File: src/rtl/uart_cmd_host_if.sv
// Command, serial TX/RX byte and response signals of the UART command host.
// slave = the host block, master = whatever issues commands and models the serial link.
interface uart_cmd_host_if #(
  parameter int DATA_WIDTH = 8,
  parameter int ADDR_WIDTH = 4
);
  logic                    CMD_VLD;
  logic [1:0]              CMD_TYPE;
  logic [ADDR_WIDTH-1:0]   CMD_ADDR;
  logic [DATA_WIDTH-1:0]   CMD_A;
  logic [DATA_WIDTH-1:0]   CMD_B;
  logic [3:0]              CMD_FUN;
  logic                    CMD_RDY;
  logic [DATA_WIDTH-1:0]   TX_DATA;
  logic                    TX_VLD;
  logic                    TX_RDY;
  logic [DATA_WIDTH-1:0]   RX_DATA;
  logic                    RX_VLD;
  logic [2*DATA_WIDTH-1:0] RSP_DATA;
  logic                    RSP_VLD;
  logic                    RSP_TIMEOUT;

  modport master (
    output CMD_VLD, CMD_TYPE, CMD_ADDR, CMD_A, CMD_B, CMD_FUN,
    input  CMD_RDY,
    input  TX_DATA, TX_VLD,
    output TX_RDY,
    output RX_DATA, RX_VLD,
    input  RSP_DATA, RSP_VLD, RSP_TIMEOUT
  );

  modport slave (
    input  CMD_VLD, CMD_TYPE, CMD_ADDR, CMD_A, CMD_B, CMD_FUN,
    output CMD_RDY,
    output TX_DATA, TX_VLD,
    input  TX_RDY,
    input  RX_DATA, RX_VLD,
    output RSP_DATA, RSP_VLD, RSP_TIMEOUT
  );
endinterface

File: src/rtl/uart_cmd_host.sv
// Serialises register-file / ALU commands into byte frames and collects the
// 1- or 2-byte response, aborting with a timeout pulse if the link goes quiet.
module uart_cmd_host #(
  parameter int DATA_WIDTH     = 8,
  parameter int ADDR_WIDTH     = 4,
  parameter int TIMEOUT_CYCLES = 1024
) (
  input  logic           CLK,
  input  logic           RST,
  uart_cmd_host_if.slave bus
);
  localparam int TW = (TIMEOUT_CYCLES > 1) ? $clog2(TIMEOUT_CYCLES) : 1;
  localparam logic [TW-1:0] TMO_LAST = TW'(TIMEOUT_CYCLES - 1);

  localparam logic [1:0] CMD_WR  = 2'b00;
  localparam logic [1:0] CMD_RD  = 2'b01;
  localparam logic [1:0] CMD_OP  = 2'b10;
  localparam logic [1:0] CMD_NOP = 2'b11;

  typedef enum logic [1:0] {IDLE, SEND, WAIT_RSP, DONE} state_t;

  state_t                  state_reg, state_next;
  logic [1:0]              type_reg;
  logic [ADDR_WIDTH-1:0]   addr_reg;
  logic [DATA_WIDTH-1:0]   a_reg, b_reg;
  logic [3:0]              fun_reg;
  logic [1:0]              byte_cnt_reg;
  logic                    rsp_idx_reg;
  logic [TW-1:0]           tmo_cnt_reg;
  logic [2*DATA_WIDTH-1:0] rsp_data_reg;

  logic                    cmd_accept, tx_fire, frame_last;
  logic                    rx_accept, rsp_last, tmo_fire;
  logic [1:0]              last_idx;
  logic [DATA_WIDTH-1:0]   frame_byte, addr_ext, fun_ext;
  logic [2*DATA_WIDTH-1:0] rsp_value;
  logic [1:0][DATA_WIDTH-1:0] slot_next;

  assign addr_ext   = DATA_WIDTH'(addr_reg);
  assign fun_ext    = DATA_WIDTH'(fun_reg);
  assign cmd_accept = (state_reg == IDLE) && bus.CMD_VLD;
  assign tx_fire    = (state_reg == SEND) && bus.TX_RDY;
  assign frame_last = tx_fire && (byte_cnt_reg == last_idx);
  assign rx_accept  = (state_reg == WAIT_RSP) && bus.RX_VLD;
  assign rsp_last   = rx_accept && (rsp_idx_reg == (type_reg != CMD_RD));
  // An arriving byte beats the timeout in the cycle the counter expires.
  assign tmo_fire   = (state_reg == WAIT_RSP) && !bus.RX_VLD && (tmo_cnt_reg == TMO_LAST);

  // Frame byte selected from the captured command and the byte counter.
  always_comb begin
    frame_byte = '0;
    last_idx   = 2'd0;
    case (type_reg)
      CMD_WR: begin
        last_idx = 2'd2;
        case (byte_cnt_reg)
          2'd0:    frame_byte = DATA_WIDTH'(8'hAA);
          2'd1:    frame_byte = addr_ext;
          default: frame_byte = a_reg;
        endcase
      end
      CMD_RD: begin
        last_idx   = 2'd1;
        frame_byte = (byte_cnt_reg == 2'd0) ? DATA_WIDTH'(8'hBB) : addr_ext;
      end
      CMD_OP: begin
        last_idx = 2'd3;
        case (byte_cnt_reg)
          2'd0:    frame_byte = DATA_WIDTH'(8'hCC);
          2'd1:    frame_byte = a_reg;
          2'd2:    frame_byte = b_reg;
          default: frame_byte = fun_ext;
        endcase
      end
      default: begin
        last_idx   = 2'd1;
        frame_byte = (byte_cnt_reg == 2'd0) ? DATA_WIDTH'(8'hDD) : fun_ext;
      end
    endcase
  end

  // Response slots, LSB first; slot_next already includes this cycle's byte.
  genvar gi;
  generate
    for (gi = 0; gi < 2; gi++) begin : g_slot
      logic [DATA_WIDTH-1:0] slot_reg;
      logic                  hit;
      assign hit = rx_accept && (rsp_idx_reg == 1'(gi));
      always_ff @(posedge CLK or negedge RST) begin
        if (!RST)            slot_reg <= '0;
        else if (cmd_accept) slot_reg <= '0;
        else if (hit)        slot_reg <= bus.RX_DATA;
      end
      assign slot_next[gi] = hit ? bus.RX_DATA : slot_reg;
    end
  endgenerate

  always_comb begin
    rsp_value = '0;
    case (type_reg)
      CMD_WR:  rsp_value = '0;
      CMD_RD:  rsp_value = {{DATA_WIDTH{1'b0}}, slot_next[0]};
      default: rsp_value = {slot_next[1], slot_next[0]};
    endcase
  end

  always_ff @(posedge CLK or negedge RST) begin
    if (!RST) state_reg <= IDLE;
    else      state_reg <= state_next;
  end

  always_comb begin
    state_next = state_reg;
    case (state_reg)
      IDLE:     if (cmd_accept) state_next = SEND;
      SEND:     if (frame_last) state_next = (type_reg == CMD_WR) ? DONE : WAIT_RSP;
      WAIT_RSP: begin
        if (rsp_last)      state_next = DONE;
        else if (tmo_fire) state_next = IDLE;
      end
      default:  state_next = IDLE;
    endcase
  end

  always_comb begin
    bus.CMD_RDY     = (state_reg == IDLE);
    bus.TX_VLD      = (state_reg == SEND);
    bus.TX_DATA     = (state_reg == SEND) ? frame_byte : '0;
    bus.RSP_VLD     = (state_reg == DONE);
    bus.RSP_TIMEOUT = tmo_fire;
    // Partial bytes are visible in the same cycle as the timeout pulse.
    bus.RSP_DATA    = tmo_fire ? rsp_value : rsp_data_reg;
  end

  always_ff @(posedge CLK or negedge RST) begin
    if (!RST) begin
      type_reg     <= CMD_WR;
      addr_reg     <= '0;
      a_reg        <= '0;
      b_reg        <= '0;
      fun_reg      <= '0;
      byte_cnt_reg <= 2'd0;
      rsp_idx_reg  <= 1'b0;
      tmo_cnt_reg  <= '0;
      rsp_data_reg <= '0;
    end else begin
      if (cmd_accept) begin
        type_reg     <= bus.CMD_TYPE;
        addr_reg     <= bus.CMD_ADDR;
        a_reg        <= bus.CMD_A;
        b_reg        <= bus.CMD_B;
        fun_reg      <= bus.CMD_FUN;
        byte_cnt_reg <= 2'd0;
        rsp_idx_reg  <= 1'b0;
        tmo_cnt_reg  <= '0;
      end
      if (tx_fire) byte_cnt_reg <= byte_cnt_reg + 2'd1;
      if (frame_last) tmo_cnt_reg <= '0;
      if (state_reg == WAIT_RSP) begin
        if (rx_accept) begin
          rsp_idx_reg <= rsp_idx_reg + 1'b1;
          tmo_cnt_reg <= '0;
        end else begin
          tmo_cnt_reg <= tmo_cnt_reg + TW'(1);
        end
      end
      if ((frame_last && (type_reg == CMD_WR)) || rsp_last || tmo_fire)
        rsp_data_reg <= rsp_value;
    end
  end
endmodule

File: src/flat_wrapper.sv
// flat-port wrapper written by rule: the top's interface ports become plain ports
module uart_cmd_host_flat 
#(
  parameter int DATA_WIDTH     = 8,
  parameter int ADDR_WIDTH     = 4,
  parameter int TIMEOUT_CYCLES = 1024
)
  (CLK, RST, bus_CMD_VLD, bus_CMD_TYPE, bus_CMD_ADDR, bus_CMD_A, bus_CMD_B, bus_CMD_FUN, bus_CMD_RDY, bus_TX_DATA, bus_TX_VLD, bus_TX_RDY, bus_RX_DATA, bus_RX_VLD, bus_RSP_DATA, bus_RSP_VLD, bus_RSP_TIMEOUT);
  uart_cmd_host_if #(.DATA_WIDTH(DATA_WIDTH), .ADDR_WIDTH(ADDR_WIDTH)) bus_i ();
  input  logic CLK;
  input  logic RST;
  input wire logic [$bits(bus_i.CMD_VLD)-1:0] bus_CMD_VLD;
  input wire logic [$bits(bus_i.CMD_TYPE)-1:0] bus_CMD_TYPE;
  input wire logic [$bits(bus_i.CMD_ADDR)-1:0] bus_CMD_ADDR;
  input wire logic [$bits(bus_i.CMD_A)-1:0] bus_CMD_A;
  input wire logic [$bits(bus_i.CMD_B)-1:0] bus_CMD_B;
  input wire logic [$bits(bus_i.CMD_FUN)-1:0] bus_CMD_FUN;
  output wire logic [$bits(bus_i.CMD_RDY)-1:0] bus_CMD_RDY;
  output wire logic [$bits(bus_i.TX_DATA)-1:0] bus_TX_DATA;
  output wire logic [$bits(bus_i.TX_VLD)-1:0] bus_TX_VLD;
  input wire logic [$bits(bus_i.TX_RDY)-1:0] bus_TX_RDY;
  input wire logic [$bits(bus_i.RX_DATA)-1:0] bus_RX_DATA;
  input wire logic [$bits(bus_i.RX_VLD)-1:0] bus_RX_VLD;
  output wire logic [$bits(bus_i.RSP_DATA)-1:0] bus_RSP_DATA;
  output wire logic [$bits(bus_i.RSP_VLD)-1:0] bus_RSP_VLD;
  output wire logic [$bits(bus_i.RSP_TIMEOUT)-1:0] bus_RSP_TIMEOUT;
  assign bus_i.CMD_VLD = bus_CMD_VLD;
  assign bus_i.CMD_TYPE = bus_CMD_TYPE;
  assign bus_i.CMD_ADDR = bus_CMD_ADDR;
  assign bus_i.CMD_A = bus_CMD_A;
  assign bus_i.CMD_B = bus_CMD_B;
  assign bus_i.CMD_FUN = bus_CMD_FUN;
  assign bus_CMD_RDY = bus_i.CMD_RDY;
  assign bus_TX_DATA = bus_i.TX_DATA;
  assign bus_TX_VLD = bus_i.TX_VLD;
  assign bus_i.TX_RDY = bus_TX_RDY;
  assign bus_i.RX_DATA = bus_RX_DATA;
  assign bus_i.RX_VLD = bus_RX_VLD;
  assign bus_RSP_DATA = bus_i.RSP_DATA;
  assign bus_RSP_VLD = bus_i.RSP_VLD;
  assign bus_RSP_TIMEOUT = bus_i.RSP_TIMEOUT;
  uart_cmd_host #(.DATA_WIDTH(DATA_WIDTH), .ADDR_WIDTH(ADDR_WIDTH), .TIMEOUT_CYCLES(TIMEOUT_CYCLES)) u_core (.CLK(CLK), .RST(RST), .bus(bus_i));
endmodule
File: config.mk
export PLATFORM = sky130hd
export DESIGN_NAME = uart_cmd_host_flat
export DESIGN_NICKNAME = d
export VERILOG_FILES = /design/src/rtl/uart_cmd_host_if.sv /design/src/rtl/uart_cmd_host.sv /design/src/flat_wrapper.sv
export SDC_FILE = /design/constraint.sdc
export NUM_CORES = 1
export LEC_CHECK = 0
export ABC_CLOCK_PERIOD_IN_PS = 4720
export CELL_PAD_IN_SITES_DETAIL_PLACEMENT = 1
export CELL_PAD_IN_SITES_GLOBAL_PLACEMENT = 2
export CORE_MARGIN = 5
export CORE_UTILIZATION = 35
export CTS_BUF_LIST = sky130_fd_sc_hd__clkbuf_4
export CTS_CLUSTER_DIAMETER = 200
export CTS_CLUSTER_SIZE = 30
export DETAILED_ROUTE_END_ITERATION = 7
export GPL_TIMING_DRIVEN = 1
export MAX_ROUTING_LAYER = met4
export PLACE_DENSITY = 0.85
export SLEW_MARGIN = 15
export SYNTH_ARGS = -nofsm -noshare
export SYNTH_HDL_FRONTEND = slang
export SYNTH_SLANG_ARGS = --single-unit
File: constraint.sdc
create_clock -name CLK -period 4.72 [get_ports CLK]
set_input_delay 1.416 -clock CLK [delete_from_list [all_inputs] [get_ports CLK]]
set_output_delay 1.416 -clock CLK [all_outputs]
set_load 0.05 [all_outputs]
==> results.cfg, run 1 <==
[run_status]
outcome = complete, no violations

[pwr]
pwr-share-comb = 0.514
p_int_w = 0.001646
clkPwrFrac = 0.156
leakagePower_nw = 2.216
power.total_w = 0.002951
vdd_drop_max_uv = 309.8
seqPwrFrac = 0.330
p_switching_w = 0.001305
p_sw_frac = 0.4423
power_per_cell_area_nw_per_um2 = 587.2

[clocking]
numCtsBuffers = 9
clock-root-buffer = clkbuf_4
cts.sinks = 73
cts_buffer_depth = 2
cts_tree = done
clock_latency_ps = 420
ctsHtreeMaxLevel = 3
path_clk_slew_ps = 130

[synthesis]
yosys.area_share.adder = 0.01636
synth-edff-count = 0
avgSynthCellArea_sq_um = 10.65
yosysWarnings = 0
synth_ff_type = dfrtp_1
synth-xor-area-share = 0.006869
netlist_instances = 359
yosys_register_bits = 73
yosys.area_share.simple = 0.1318
synth.distinct_cells = 53
synth_area_sq_um = 3825
syn_nets = 403
seq_area_frac_synth = 0.4776
async_flop_share = 1.000
synth_top_family_by_area = multiplexers
yosys-mux-area-fraction = 0.2149
synth-compound-area-share = 0.1135

[floorplan]
core_area_sq_um = 10790
io_pins = 67
dieArea_sq_um = 13120
die_w_um = 114.5
num_rows = 38
initial_core_util = 0.3544
die_y_um = 114.5

[finish]
instances_no_fill = 573
diodes = 0
nets = 472
drive_gt1_frac = 0.2356
area_growth_pct = 31.40

[global_routing]
antenna_found_initial = 0
grt_pass1_wl_um = 17530
grt_overflow = 0
grt_pass1_vias = 3367
grt_start_max_net_pins = 74
groute.usage.overall = 0.1728

[critical_path]
crit_slowest_cell = or4_4
cp_data_required_time_ps = 3300
path_cells = dlygate4sd2_1 > or3b_1 > or4_4 > clkinv_4 > mux2_4 > buf_8
r2r_cells = 5
endpoint_kind = output port
worst-path-max-fanout = 4
cp-start-kind = input port
setup.worst_path.class = in2out
cp_slowest_stage_delay_ps = 550
arrival_ps = 3220

[sta]
report.final.hold_viol_count = 0
rsz0062_at_grt = no
fmaxAchievable_ghz = 0.2157
relSlewSlack = 0.3798
fin_crit_sh = 0.9822
period_needed_ps = 4636
setup_viol = 0
tightest_slew_ps = 930.2
drv_slew = 0
holdWs_ps = 510.9
setup_slack_ps = 83.83
clock_skew_ps = 16.68

[drt]
final_antenna_net_count = 0
num_vias = 2977
drtPass1Iterations = 4
drt-initial-drc-count = 98
routed_wl_um = 10290
vias_per_cell = 5.195
drc = 0
wl_per_cell_um = 17.96

[place]
port_buffers = 66
gp_congestion = 0.7645
dp_slack_ps = -246.5
place_hpwl_um = 6759
dpl.cell_count = 555

[job]
maxCapViolations = 0

[worst_hold_path]
whs_path_depth = 1
min_path_type = reg2reg
==> cell usage in the layout (no fill, tap or decap), types with 3 or more instances in the layout <==
master / count
buf_4: 12
dfrtp_1: 73
clkbuf_4: 9
a22oi_1: 3
nand4_1: 3
a211oi_1: 3
clkdlybuf4s50_1: 47
a21oi_1: 17
nor3_1: 8
nand3_1: 6
nor2b_1: 5
nand2_1: 12
nor2_1: 47
ha_1: 3
a31oi_1: 5
inv_1: 11
nand3b_1: 3
buf_8: 16
inv_6: 3
o21ai_0: 18
mux2_2: 31
mux2_1: 10
mux2_4: 16
mux2i_1: 18
nand2b_1: 4
nor3b_1: 3
==> power by group through the flow <==
stage               sequential [W]  combinational [W]  clock [W]
detailed placement        0.000985            0.00147          0
global placement          0.000971            0.00144          0
floorplan                 0.000903            0.00108          0
CTS                       0.000973            0.00153   0.000477
global route               0.00101            0.00163   0.000501
finish                    0.000973            0.00152   0.000460
==> layout make-up <==
cell class	count	area, sq um
timing repair buffer	78	849.6
inverter	13	61.31
timing repair inverter	2	25.02
clock inverter	7	98.84
clock buffer	9	67.56
sequential	73	1827
multi-input combinational	251	1922
fill	1171	5767
tap	140	175.2
==> critical path, delay by kind of cell <==
family	cells	cell delay (ps)
AND/OR/NAND/NOR	2	940
buffers and inverters	3	530
multiplexers	1	320
==> synth_stat cells (all sizes together) (2+ instances only) <==
master  count  share of area
o21ai      18          0.024
a211oi      3         0.0059
inv        11          0.011
nor3        8          0.010
dfrtp      73           0.48
nand3b      3         0.0059
nor3b       3         0.0059
a22oi       3         0.0059
nor2       47          0.046
mux2i      18          0.047
mux2       57           0.17
and2        2         0.0033
nand2      12          0.012
o31ai       2         0.0039
nand2b      4         0.0065
a21oi      17          0.022
nand3       6         0.0079
clkinv      2         0.0023
clkbuf     17          0.017
nor2b       5         0.0082
a31oi       5         0.0082
ha          5          0.016
o32ai       2         0.0046
o22ai       2         0.0033
buf         5         0.0092
xnor2       2         0.0046
nand4       3         0.0049
o211ai      3         0.0095
nand4b      2         0.0046
==> through the flow <==
step	TNS [ps]	instance area, sq um	util
3_3_place_gp	-3426	4639	0.4299
3_5_place_dp	-3814	4639	0.4299
5_1_grt	0	5026	0.4657
6_report	0	5026	0.4657
4_1_cts	0	5024	0.4655
2_1_floorplan	0	3825	-
==> worst paths after layout <==
kind	end	startpoint	slack, ps
worst max register to register	u_core.rsp_data_reg[0]$_DFFE_PN0P_	u_core.state_reg[1]$_DFFE_PN0P_	2190
worst min-delay path	u_core.rsp_data_reg[5]$_DFFE_PN0P_	u_core.rsp_data_reg[5]$_DFFE_PN0P_	510
min in group asynchronous	u_core.a_reg[0]$_DFFE_PN0P_	RST	1110
max in group asynchronous	u_core.tmo_cnt_reg[5]$_DFFE_PN0P_	RST	3000
worst max-delay path	bus_RSP_DATA[14]	bus_RX_VLD	80
worst min register to register	u_core.rsp_data_reg[5]$_DFFE_PN0P_	u_core.rsp_data_reg[5]$_DFFE_PN0P_	510
==> kinds of logic after synthesis <==
group	after synthesis
AND/OR/NAND/NOR	102
multiplexers	75
flip-flops	73
AO/OA/AOI/OAI	66
buffers and inverters	35
adder cells (fa/ha/maj)	5
XOR/XNOR	3
==> layer usage <==
layer,GRT usage,wire [um]
met4,0.04276,119
met1,0.2274,4817
met3,0.03594,394
met5,-,0
met2,0.2736,4961
==> what timing repair did <==
| action | 4_1_cts | 5_1_grt |
|---|---|---|
| setup endpoints to repair | 18 | 2 |
| pin swaps | 2 | 0 |
| buffers inserted | 0 | 0 |
| hold buffers | 0 | 0 |
| endpoints found under the hold margin | 0 | 0 |
| resized for setup | 53 | 1 |
| cloned | 2 | 0 |
Power figures use the tool's default switching activity.
==> run 2: changes to the inputs <==
--- a/config.mk
+++ b/config.mk
@@ -16,7 +16,7 @@
 export DETAILED_ROUTE_END_ITERATION = 7
 export GPL_TIMING_DRIVEN = 1
 export MAX_ROUTING_LAYER = met4
-export PLACE_DENSITY = 0.85
+export PLACE_DENSITY = 0.93
 export SLEW_MARGIN = 15
 export SYNTH_ARGS = -nofsm -noshare
 export SYNTH_HDL_FRONTEND = slang
==> run 2 against run 1 <==
Non-clock buffer count is 11 higher; clock power fell by 12%; die area did not move; largest power group unchanged; sequential power up 0.8%.
==> results.cfg, run 2 (synthesis results as in run 1) <==
[pwr]
seqPwrFrac = 0.334
p_switching_w = 0.001334
pwr-share-comb = 0.528
power.total_w = 0.002937
p_sw_frac = 0.4544
clkPwrFrac = 0.138
power_per_cell_area_nw_per_um2 = 589.2
p_int_w = 0.001602
vdd_drop_max_uv = 285.3
leakagePower_nw = 2.217

[sta]
fmaxAchievable_ghz = 0.2148
setup_viol = 0
report.final.hold_viol_count = 0
period_needed_ps = 4656
fin_crit_sh = 0.9865
relSlewSlack = 0.3317
rsz0062_at_grt = no
clock_skew_ps = 20.85
setup_slack_ps = 63.82
drv_slew = 0
tightest_slew_ps = 1002

[place]
port_buffers = 66
dp_slack_ps = -239.5
gp_congestion = 0.7873
dpl.cell_count = 557
place_hpwl_um = 7194

[drt]
routedLengthMet1_um = 4649
route.met3.wl_um = 440
num_vias = 3090
met2WireLength_um = 5596
final_antenna_net_count = 0
vias_per_cell = 5.291
drtPass1Iterations = 4
drt-initial-drc-count = 79
highest_layer = met4
wl_per_cell_um = 18.71
drc = 0
routed_wl_um = 10930

[finish]
area_growth_pct = 30.29
fillers = 1167
multiInputGateArea_sq_um = 1884
nets = 483
final_cell_mix = dfrtp_1 (73), nor2_1 (47), mux2_2 (47), clkdlybuf4s50_1 (47), buf_4 (21)
drive_gt1_frac = 0.2635
ff_latch_area_sq_um = 1827
layout_commonest_cell = dfrtp_1
instances_no_fill = 584
diodes = 0

[floorplan]
io_pins = 67
num_rows = 38
die_w_um = 114.5
dieArea_sq_um = 13120
core_area_sq_um = 10790
initial_core_util = 0.3544
die_y_um = 114.5

[clocking]
path_clk_slew_ps = 140
cts_buffer_depth = 2
clock_latency_ps = 450
cts.sinks = 73
cts_tree = done
ctsHtreeMaxLevel = 3
cts_hold_buffers = 0
clock-root-buffer = clkbuf_4
numCtsBuffers = 9

[critical_path]
worst-path-max-fanout = 4
setup.worst_path.class = in2out
cp-start-kind = input port
cp_data_required_time_ps = 3300
r2r_cells = 5
arrival_ps = 3240
endpoint_kind = output port

[worst_hold_path]
whs_path_depth = 1
min_path_type = reg2reg

[global_routing]
antenna_found_initial = 0
groute.usage.overall = 0.1827
grt_start_max_net_pins = 47
grt_overflow = 0
grt_pass1_wl_um = 18030
grt_pass1_vias = 3389

[job]
maxCapViolations = 0

[run_status]
outcome = complete, no violations
run 2: changes by cell type in the layout (fill, tap and decap cells not counted), sizes merged:
cell | previous run | this run
inv | 14 | 12
clkinvlp | 1 | 2
buf | 30 | 41
clkinv | 5 | 7
bufinv | 2 | 1
run 2: area by class of cell:
cell class | instances | area share
multi-input cells | 251 | 0.3781
clock inverters | 7 | 0.01406
clock buffers | 9 | 0.01356
flip-flops and latches | 73 | 0.3666
repair buffers | 89 | 0.1752
inverters | 13 | 0.01230
well taps | 140 | 0.03515
repair inverters | 2 | 0.005021
run 2: power groups by stage:
| stage | sequential [W] | combinational [W] | clock (W) |
|---|---|---|---|
| floorplan | 0.000903 | 0.00108 | 0 |
| global placement | 0.000971 | 0.00144 | 0 |
| detailed placement | 0.000986 | 0.00148 | 0 |
| CTS | 0.000979 | 0.00155 | 0.000412 |
| global route | 0.00101 | 0.00167 | 0.000447 |
| finish | 0.000981 | 0.00155 | 0.000404 |
run 2: final timing paths:
| path | endpoint | from | slack [ps] |
|---|---|---|---|
| max | bus_RSP_DATA[6] | bus_RX_VLD | 60 |
| min | u_core.rsp_data_reg[13]$_DFFE_PN0P_ | u_core.rsp_data_reg[13]$_DFFE_PN0P_ | 510 |
| max reg2reg | u_core.rsp_data_reg[14]$_DFFE_PN0P_ | u_core.state_reg[1]$_DFFE_PN0P_ | 2150 |
| min reg2reg | u_core.rsp_data_reg[13]$_DFFE_PN0P_ | u_core.rsp_data_reg[13]$_DFFE_PN0P_ | 510 |
| max in group asynchronous | u_core.rsp_idx_reg$_DFF_PN0_ | RST | 2890 |
| min in group asynchronous | u_core.addr_reg[1]$_DFFE_PN0P_ | RST | 1030 |
run 2: repair_timing:
item	4_1_cts	5_1_grt
setup endpoints to repair	16	4
pin swaps	2	0
gates cloned	2	0
setup buffers	9	0
gates resized for setup	27	2
run 2: stage by stage:
step | hold WS (ps) | instance area, sq um | utilization | TNS [ps]
2_1_floorplan | 450.9 | 3825 | - | 0
3_3_place_gp | 466.5 | 4652 | 0.4310 | -3067
3_5_place_dp | 475.6 | 4652 | 0.4310 | -3675
4_1_cts | 505.1 | 4979 | 0.4613 | 0
5_1_grt | 524.9 | 4984 | 0.4617 | 0
6_report | 509.7 | 4984 | 0.4617 | 0
run 2: critical path, cell delays in order:
cell and delay (ps):
dlygate4sd2_1 250, or3b_1 390, or4_4 550, clkinv_4 120
mux2_2 350, buf_6 160
run 2: metal layers:
metal	track usage	vias to the layer above
li1	-	1445
met1	0.2177	1556
met2	0.2976	70
met3	0.04915	19
met4	0.06492	0
met5	-	-
==> run 3: changes to the inputs <==
--- a/config.mk
+++ b/config.mk
@@ -12,11 +12,12 @@
 export CORE_UTILIZATION = 35
 export CTS_BUF_LIST = sky130_fd_sc_hd__clkbuf_4
 export CTS_CLUSTER_DIAMETER = 200
-export CTS_CLUSTER_SIZE = 30
+export CTS_CLUSTER_SIZE = 25
 export DETAILED_ROUTE_END_ITERATION = 7
 export GPL_TIMING_DRIVEN = 1
 export MAX_ROUTING_LAYER = met4
 export PLACE_DENSITY = 0.93
+export SETUP_SLACK_MARGIN = 0.1
 export SLEW_MARGIN = 15
 export SYNTH_ARGS = -nofsm -noshare
 export SYNTH_HDL_FRONTEND = slang
==> run 3 against run 2 <==
Total power up 0.98%; global-route usage down 0.19 points; first-iteration DRC count down 1.3%; clock power down 1%; worst hold slack worse by 2.6 ps.
==> results.cfg, run 3 (synthesis results as in run 1) <==
[critical_path]
cp-start-kind = input port
r2r_slack_ps = 2050
r2r-end = u_core.rsp_data_reg[14]$_DFFE_PN0P_
rr_startpoint = u_core.state_reg[1]$_DFFE_PN0P_
setup.worst_path.class = in2out
arrival_ps = 3130
r2r_cells = 5
cp_data_required_time_ps = 3300
endpoint_kind = output port
worst-path-max-fanout = 8

[sta]
rsz0062_at_grt = no
drv_slew = 0
fin_crit_sh = 0.9632
setup_viol = 0
relSlewSlack = 0.3330
period_needed_ps = 4546
tightest_slew_ps = 1000
report.final.hold_viol_count = 0
clock_skew_ps = 17.79
fmaxAchievable_ghz = 0.2200

[worst_hold_path]
min-delay-start = u_core.tmo_cnt_reg[9]$_DFFE_PN0P_
whs_path_depth = 1
hold_end = u_core.tmo_cnt_reg[9]$_DFFE_PN0P_
min_path_type = reg2reg

[clocking]
cts_tree = done
cts.sinks = 73
clock_latency_ps = 460
path_clk_slew_ps = 130
ctsHtreeMaxLevel = 3
numCtsBuffers = 9
clock-root-buffer = clkbuf_4
cts_buffer_depth = 2

[global_routing]
grt_pass1_wl_um = 17940
grt_pass1_vias = 3395
grt_overflow = 0
grt_start_max_net_pins = 47
groute.usage.overall = 0.1808
antenna_found_initial = 0

[place]
gp_congestion = 0.7873
place_area_sq_um = 4652
place_hpwl_um = 7194
port_buffers = 66

[run_status]
outcome = complete, no violations

[finish]
area_growth_pct = 33.60
layout_commonest_cell = dfrtp_1
final_cell_mix = dfrtp_1 (73), nor2_1 (47), clkdlybuf4s50_1 (45)
nets = 483
fin_area_sq_um = 5110
drive_gt1_frac = 0.2680
diodes = 0

[floorplan]
die_w_um = 114.5
num_rows = 38
initial_core_util = 0.3544
dieArea_sq_um = 13120
io_pins = 67
die_y_um = 114.5
core_area_sq_um = 10790

[drt]
num_vias = 3057
final_antenna_net_count = 0
vias_per_cell = 5.235
routed_wl_um = 10960
drtPass1Iterations = 4
drc = 0
drt-initial-drc-count = 78
wl_per_cell_um = 18.77

[pwr]
vdd_drop_max_uv = 284.1
power.total_w = 0.002965
power_per_cell_area_nw_per_um2 = 580.3
leakagePower_nw = 2.276

[job]
maxCapViolations = 0
## run 3: cell count changes in the layout (fill, tap and decap cells not counted)
cell	change
buf_6	-16
buf_8	+16
clkbuf_2	+1
clkdlybuf4s50_1	-2
clkinv_4	-1
dlygate4sd2_1	-1
dlymetal6s2s_1	+2
inv_8	+1
mux2_2	-16
mux2_4	+16
or3b_1	-1
or3b_4	+1
## run 3: through the flow
step / worst slack (ps) / hold slack (ps) / util / cells / TNS, ps
CTS: 117.8 / 505.1 / 0.4667 / 584 / 0
global route: 118.7 / 539.8 / 0.4735 / 584 / 0
detailed placement: -239.5 / 475.6 / 0.4310 / 557 / -3675
finish: 173.6 / 507.1 / 0.4735 / 584 / 0
floorplan: 67.14 / 450.9 / - / 359 / 0
global placement: -192.6 / 466.5 / 0.4310 / 557 / -3067
## run 3: report_power, final
group	leakage, nW	switching [W]	internal [W]
clock network	0.0676	0.000239	0.000160
registers	0.957	0.000179	0.000803
logic	1.25	0.000920	0.000663
total	2.28	0.00134	0.00163
## run 3: critical path, cell delays in order
cell and delay, ps:
clkbuf_2 100, or3b_4 390, or4_4 620, clkinv_8 130
mux2_4 320, buf_8 150
## run 3: final cells by class
class	count	area, sq um
flip-flops and latches	73	1827
repair inverters	2	27.53
clock buffers	9	67.56
well taps	140	175.2
clock inverters	7	70.07
fillers	1153	5683
multi-input cells	251	1947
inverters	13	61.31
repair buffers	89	934.6
## run 3: routing by layer
layer | part of all wire | GRT usage
met2 | 0.51 | 0.2926
met4 | 0.022 | 0.06572
met5 | 0 | -
met3 | 0.039 | 0.04757
met1 | 0.43 | 0.2172
## run 3: how the worst max path moves through the flow
stage,start,endpoint,cells past startpoint
after floorplan,bus_RX_VLD,bus_RSP_DATA[10],6
final,bus_RX_VLD,bus_RSP_DATA[11],6
after global routing,u_core.byte_cnt_reg[0]$_DFFE_PN0P_,bus_TX_DATA[2],7
after detailed placement,bus_RX_VLD,bus_RSP_DATA[7],6
after CTS,bus_RX_VLD,bus_RSP_DATA[0],6
after global placement,bus_RX_VLD,bus_RSP_DATA[14],6
## run 3: what timing repair did
action                                  4_1_cts  5_1_grt
hold buffers                                  0        0
setup buffers                                 9        0
endpoints found under the setup margin       20       15
cloned                                        2        0
pin swaps                                     2        1
resized for setup                            44       23
